**src/rtl/n64_pi_bus_frontend.sv**
```systemverilog
// N64 PI bus front end: synchronises ALE_H/ALE_L/READ_N/AD, latches the cart
// address and prefetches one halfword per read over a req/ack memory port.
module n64_pi_bus_frontend #(
  parameter int MEM_AW      = 24,
  parameter int SYNC_STAGES = 2
) (
  input  logic              clock,
  input  logic              reset,
  input  logic [15:0]       n64_ad_i,
  input  logic              n64_ale_h,
  input  logic              n64_ale_l,
  input  logic              n64_read_n,
  output logic [15:0]       n64_ad_o,
  output logic              n64_ad_oe,
  output logic              mem_req,
  output logic [MEM_AW-1:0] mem_addr,
  input  logic              mem_ack,
  input  logic [15:0]       mem_rdata,
  output logic              underrun
);

  typedef enum logic [2:0] {
    S_IDLE     = 3'd0,
    S_ADDR     = 3'd1,
    S_PREFETCH = 3'd2,
    S_READY    = 3'd3,
    S_DRIVE    = 3'd4
  } state_t;

  logic [SYNC_STAGES-1:0] ale_h_sync;
  logic [SYNC_STAGES-1:0] ale_l_sync;
  logic [SYNC_STAGES-1:0] read_n_sync;
  logic [15:0]            ad_sync [SYNC_STAGES];
  logic                   ale_h_prev;
  logic                   ale_l_prev;
  logic                   read_n_prev;

  logic        ale_h_rise;
  logic        ale_h_fall;
  logic        ale_l_fall;
  logic        read_fall;
  logic        read_rise;
  logic [15:0] ad_s;

  state_t      state;
  logic [31:0] addr;
  logic [15:0] buf_data;
  logic        buf_valid;
  logic        stale;
  logic        und_pend;
  logic        in_window;
  logic        ack_load;

  // AD goes through the same depth as the strobes so captured data lines up.
  always_ff @(posedge clock) begin
    if (reset) begin
      ale_h_sync  <= '0;
      ale_l_sync  <= '0;
      read_n_sync <= '1;
      ale_h_prev  <= 1'b0;
      ale_l_prev  <= 1'b0;
      read_n_prev <= 1'b1;
      for (int i = 0; i < SYNC_STAGES; i++) ad_sync[i] <= 16'h0000;
    end else begin
      ale_h_sync  <= {ale_h_sync[SYNC_STAGES-2:0], n64_ale_h};
      ale_l_sync  <= {ale_l_sync[SYNC_STAGES-2:0], n64_ale_l};
      read_n_sync <= {read_n_sync[SYNC_STAGES-2:0], n64_read_n};
      ale_h_prev  <= ale_h_sync[SYNC_STAGES-1];
      ale_l_prev  <= ale_l_sync[SYNC_STAGES-1];
      read_n_prev <= read_n_sync[SYNC_STAGES-1];
      ad_sync[0]  <= n64_ad_i;
      for (int i = 1; i < SYNC_STAGES; i++) ad_sync[i] <= ad_sync[i-1];
    end
  end

  assign ale_h_rise = ale_h_sync[SYNC_STAGES-1] & ~ale_h_prev;
  assign ale_h_fall = ~ale_h_sync[SYNC_STAGES-1] & ale_h_prev;
  assign ale_l_fall = ~ale_l_sync[SYNC_STAGES-1] & ale_l_prev;
  assign read_fall  = ~read_n_sync[SYNC_STAGES-1] & read_n_prev;
  assign read_rise  = read_n_sync[SYNC_STAGES-1] & ~read_n_prev;
  assign ad_s       = ad_sync[SYNC_STAGES-1];

  assign in_window = (addr >= 32'h1000_0000) && (addr < 32'h1FC0_0000);
  assign ack_load  = mem_req && mem_ack && !stale && (state == S_PREFETCH);

  // Bus FSM, memory port and registered AD outputs.
  always_ff @(posedge clock) begin
    if (reset) begin
      state     <= S_IDLE;
      addr      <= 32'h0000_0000;
      buf_data  <= 16'h0000;
      buf_valid <= 1'b0;
      stale     <= 1'b0;
      und_pend  <= 1'b0;
      mem_req   <= 1'b0;
      mem_addr  <= {MEM_AW{1'b0}};
      n64_ad_o  <= 16'h0000;
      n64_ad_oe <= 1'b0;
      underrun  <= 1'b0;
    end else begin
      n64_ad_oe <= (state == S_DRIVE) && in_window;
      n64_ad_o  <= buf_valid ? buf_data : 16'hFFFF;
      underrun  <= und_pend;
      und_pend  <= 1'b0;

      // Any ack retires the outstanding request; only a live one in PREFETCH loads data.
      if (mem_req && mem_ack) begin
        mem_req <= 1'b0;
        stale   <= 1'b0;
      end

      if (ale_h_rise) begin
        state     <= S_ADDR;
        buf_valid <= 1'b0;
        if (mem_req && !mem_ack) stale <= 1'b1;
      end else begin
        case (state)
          S_IDLE: state <= S_IDLE;
          S_ADDR: begin
            if (ale_h_fall) addr[31:16] <= ad_s;
            if (ale_l_fall) begin
              addr[15:0] <= ad_s;
              state      <= S_PREFETCH;
            end
          end
          S_PREFETCH: begin
            if (read_fall) begin
              state <= S_DRIVE;
              if (in_window) begin
                und_pend <= 1'b1;
                if (mem_req && !mem_ack) stale <= 1'b1;
              end
            end else if (ack_load) begin
              buf_data  <= mem_rdata;
              buf_valid <= 1'b1;
              state     <= S_READY;
            end else if (in_window && !mem_req) begin
              mem_req  <= 1'b1;
              mem_addr <= addr[MEM_AW:1];
            end
          end
          S_READY: begin
            if (read_fall) state <= S_DRIVE;
          end
          S_DRIVE: begin
            if (read_rise) begin
              addr      <= addr + 32'd2;
              buf_valid <= 1'b0;
              state     <= S_PREFETCH;
            end
          end
          default: state <= S_IDLE;
        endcase
      end
    end
  end

endmodule

```
**config.mk**
```make
export PLATFORM = sky130hd
export DESIGN_NAME = n64_pi_bus_frontend
export DESIGN_NICKNAME = d
export VERILOG_FILES = /design/src/rtl/n64_pi_bus_frontend.sv
export SDC_FILE = /design/constraint.sdc
export NUM_CORES = 1
export LEC_CHECK = 0
export ABC_CLOCK_PERIOD_IN_PS = 2250
export BUFFER_PORTS_ARGS = -buffer_cell sky130_fd_sc_hd__buf_2
export CAP_MARGIN = 10
export CORE_MARGIN = 2
export CORE_UTILIZATION = 51
export DETAILED_ROUTE_END_ITERATION = 8
export GPL_ROUTABILITY_DRIVEN = 0
export PLACE_DENSITY = 0.76
export SLEW_MARGIN = 30
export SYNTH_ARGS = -nofsm -noshare
export SYNTH_HDL_FRONTEND = slang
export SYNTH_SLANG_ARGS = --single-unit
```
**constraint.sdc**
```tcl
create_clock -name clock -period 2.25 [get_ports clock]
set_input_delay 0 -clock clock [delete_from_list [all_inputs] [get_ports clock]]
set_output_delay 0 -clock clock [all_outputs]
set_load 0.02 [all_outputs]
```
==> reports/results.tsv <==
metric	value	unit
later-pin clock latency in the skew report	0.53	ns
FILL cells	774	
number of max-cap violations	0	
vias in the first global route	4542	
WS Path Type	flop to flop	
Die ar.	0.0112	sq mm
# rows	37	
area grow syn2layout	31.7	%
ys flop type	dfxtp_1	
CP endpoint kind	flop	
nets	760	
placed cell count	797	
total clock sinks	137	
non-filler cells, final	868	
Hold Fails Final Rpt	0	
final count of negative-setup-slack endpoints	0	
Hold Path Class	input port to flop	
drt total wl	13.3	mm
synthesized area per cell	8.95	sq um
largest net degree at the start of global routing	69	
CTS Buf Count	17	
Worst Path Required	2.69	ns
initial core utilization	51.9	%
worst r2r dst	addr[26]	
crit-path max FO	5	
arrival time at the worst endpoint	2.59	ns
yosys warns	0	
crit path cell chain	and4_1 -> nand4_2 -> or4_4 -> or3_1 -> a221oi_2	
Clock Tree Root	clkbuf_8	
slew at the pin with the worst max-slew slack	0.695	ns
H-tree levels	4	
DRT iter0 DRCs	335	
Psw	1170	uW
width of the die	106	um
area of the mapped netlist	0.00531	sq mm
DRT Pass-1 Iters	5	
peak supply drop	590	uV
Mapped Cells	593	
most common cell after layout, fill and taps aside	dfxtp_1	
initial antenna violation count	0	
P_int	4460	uW
synthesized net count	632	
sequential share of power	44.5	%
Leak Pwr	0.00290	uW
crit-path max cell delay	0.61	ns
Hold EP	ad_sync[0][3]	
Power, Total	5630	uW
clock share of power	51.0	%
vias per cell	5.60	
Die Y	106	um
crit path max-delay cell type	or4_4	
diode count	0	
post-DP HPWL	8.22	mm
Vias	4862	
Final min period	2.15	ns
CTS tree	built	
DR WL/cell	15.3	um
Seq/Total Area, Yosys	51.7	%
register clock-pin slew on the reported worst setup and hold paths	0.06	ns
worst reg2reg startpoint	addr[11]	
global-route wire length before repair	21.5	mm
status	complete, no violations	
clk_skew	0.00611	ns
ys async rst share	0	%
Synth cell types	61	
PwrDens	805	mW/mm^2
Max Slew Vio Count	0	
I/O Buffers	80	
Fmax	464	MHz
CP delay by family, top	simple AND/OR/NAND/NOR gates	
Post-synth EDFFs	0	
I/O Pins	81	
GRT Util Overall	24.1	%
remaining antenna violation count after routing	0	
Worst Min Path Start	n64_ad_i[3]	
fin crit share	95.7	%
DRC viols	0	
GR Overflow Total	0	
worst reg-to-reg setup slack	0.1	ns
worst path buffer plus inverter count	0	
hold depth	3	
sw frac	20.8	%
CP Launch Type	flop	
fraction of layout cells with a size suffix above 1	21.7	%
combinational share of power	4.5	%
Worst slew margin	53.7	%
core area	0.0102	sq mm
Max Buffers Root-to-Sink	2	
Seq cells post-synth	137	
R2R cell count	5	
most frequent cells in the layout	dfxtp_1, buf_2, nand2_1, a21oi_1, nor2_1	
-- cells by family (layout without fill, tap and decap cells) --
kind of cell,Yosys count,after routing,synth area share [%]
mux,25,25,4.71
flops,137,137,51.7
fa+ha+maj,1,1,0.236
simple gates,230,230,22.2
buf+inv,62,201,4.64
compound gates,138,138,16.5
-- through the flow --
stage          setup WS (ns)  cell area (sq um)  utilization (%)  TNS, ns  hold WS, ns
6_report              0.0968               6990             68.3        0        0.216
2_1_floorplan          0.119               5310                -        0        0.104
4_1_cts               0.0293               6970             68.1        0        0.196
3_5_place_dp         -0.0804               5940             58.1   -0.968        0.194
3_3_place_gp          0.0526               5940             58.1        0        0.183
5_1_grt              -0.0121               6990             68.3  -0.0121        0.231
-- routing by layer --
layer	GRT usage (%)	part of all wire, %	wire [um]	vias up
met1	30.3	43	5670	2301
met3	6.62	6.7	895	38
met4	10.4	2.2	295	0
met5	0	0	0	-
li1	-	-	-	2320
met2	38.8	48	6460	203
-- power groups by stage --
stage / combinational, uW / clock (uW) / sequential (uW)
after detailed placement: 193 / 0 / 2550
final: 254 / 2870 / 2500
after global routing: 276 / 3010 / 2510
after global placement: 189 / 0 / 2550
after floorplan: 103 / 0 / 2570
after CTS: 248 / 2900 / 2500
-- cell usage after synthesis (all sizes together), types with 3 or more instances --
| library cell | instances | area [sq um] |
|---|---|---|
| or3 | 5 | 31.3 |
| o31ai | 3 | 22.5 |
| and4 | 3 | 30.0 |
| o21ai | 20 | 100 |
| nor3 | 11 | 55.1 |
| a311oi | 5 | 43.8 |
| o32ai | 3 | 26.3 |
| nand2b | 6 | 37.5 |
| a31oi | 5 | 31.3 |
| nand2 | 65 | 244 |
| a211oi | 12 | 90.1 |
| or4 | 5 | 37.5 |
| clkbuf | 30 | 113 |
| o31a | 3 | 27.5 |
| nand4 | 8 | 62.6 |
| and2 | 6 | 37.5 |
| a21oi | 60 | 300 |
| mux2i | 25 | 250 |
| nand3 | 11 | 55.1 |
| inv | 20 | 75.1 |
| a22o | 3 | 26.3 |
| buf | 11 | 55.1 |
| nor2b | 42 | 263 |
| dfxtp | 137 | 2740 |
| nor4 | 4 | 25.0 |
| o22ai | 5 | 31.3 |
| or2 | 4 | 25.0 |
| and3 | 4 | 25.0 |
| nor2 | 48 | 183 |
-- cell type report --
type / instances / area, sq um / area share, %
clock buffers: 19 / 442 / 6.32
clock inverters: 11 / 170 / 2.43
inverters: 21 / 78.8 / 1.13
multi-input cells: 394 / 2340 / 33.5
flip-flops and latches: 137 / 2740 / 39.3
well taps: 136 / 170 / 2.43
repair buffers: 150 / 1040 / 14.9
-- worst max-delay path by stage --
stage,cells after the start,start,to
after floorplan,7,addr[9],addr[26]
after global placement,5,state[1],buf_data[8]
after detailed placement,5,state[1],buf_data[11]
after CTS,5,state[1],buf_data[3]
after global routing,5,addr[11],addr[26]
final,5,addr[11],addr[26]
-- state kept, by name, summed over array words and instances (netlist names), 2 cells and up --
| name | count |
|---|---|
| ale_l_sync | 2 |
| ad_sync | 32 |
| n64_ad_o | 16 |
| state | 3 |
| read_n_sync | 2 |
| addr | 31 |
| buf_data | 16 |
| mem_addr | 24 |
| ale_h_sync | 2 |
-- worst reg2reg max path, delay by kind of cell (launching register included) --
family	cells	cell delay, ns
AOI/OAI and AO/OA	1	0.26
DFF	1	0.39
and+or+nand+nor	4	1.43
-- timing repair --
action | CTS | global route
resized for setup | 1 | 6
hold endpoints to repair | 44 | 0
setup endpoints to repair | 16 | 21
hold buffers | 41 | 0
setup buffers | 0 | 0
Power figures use the tool's default switching activity.
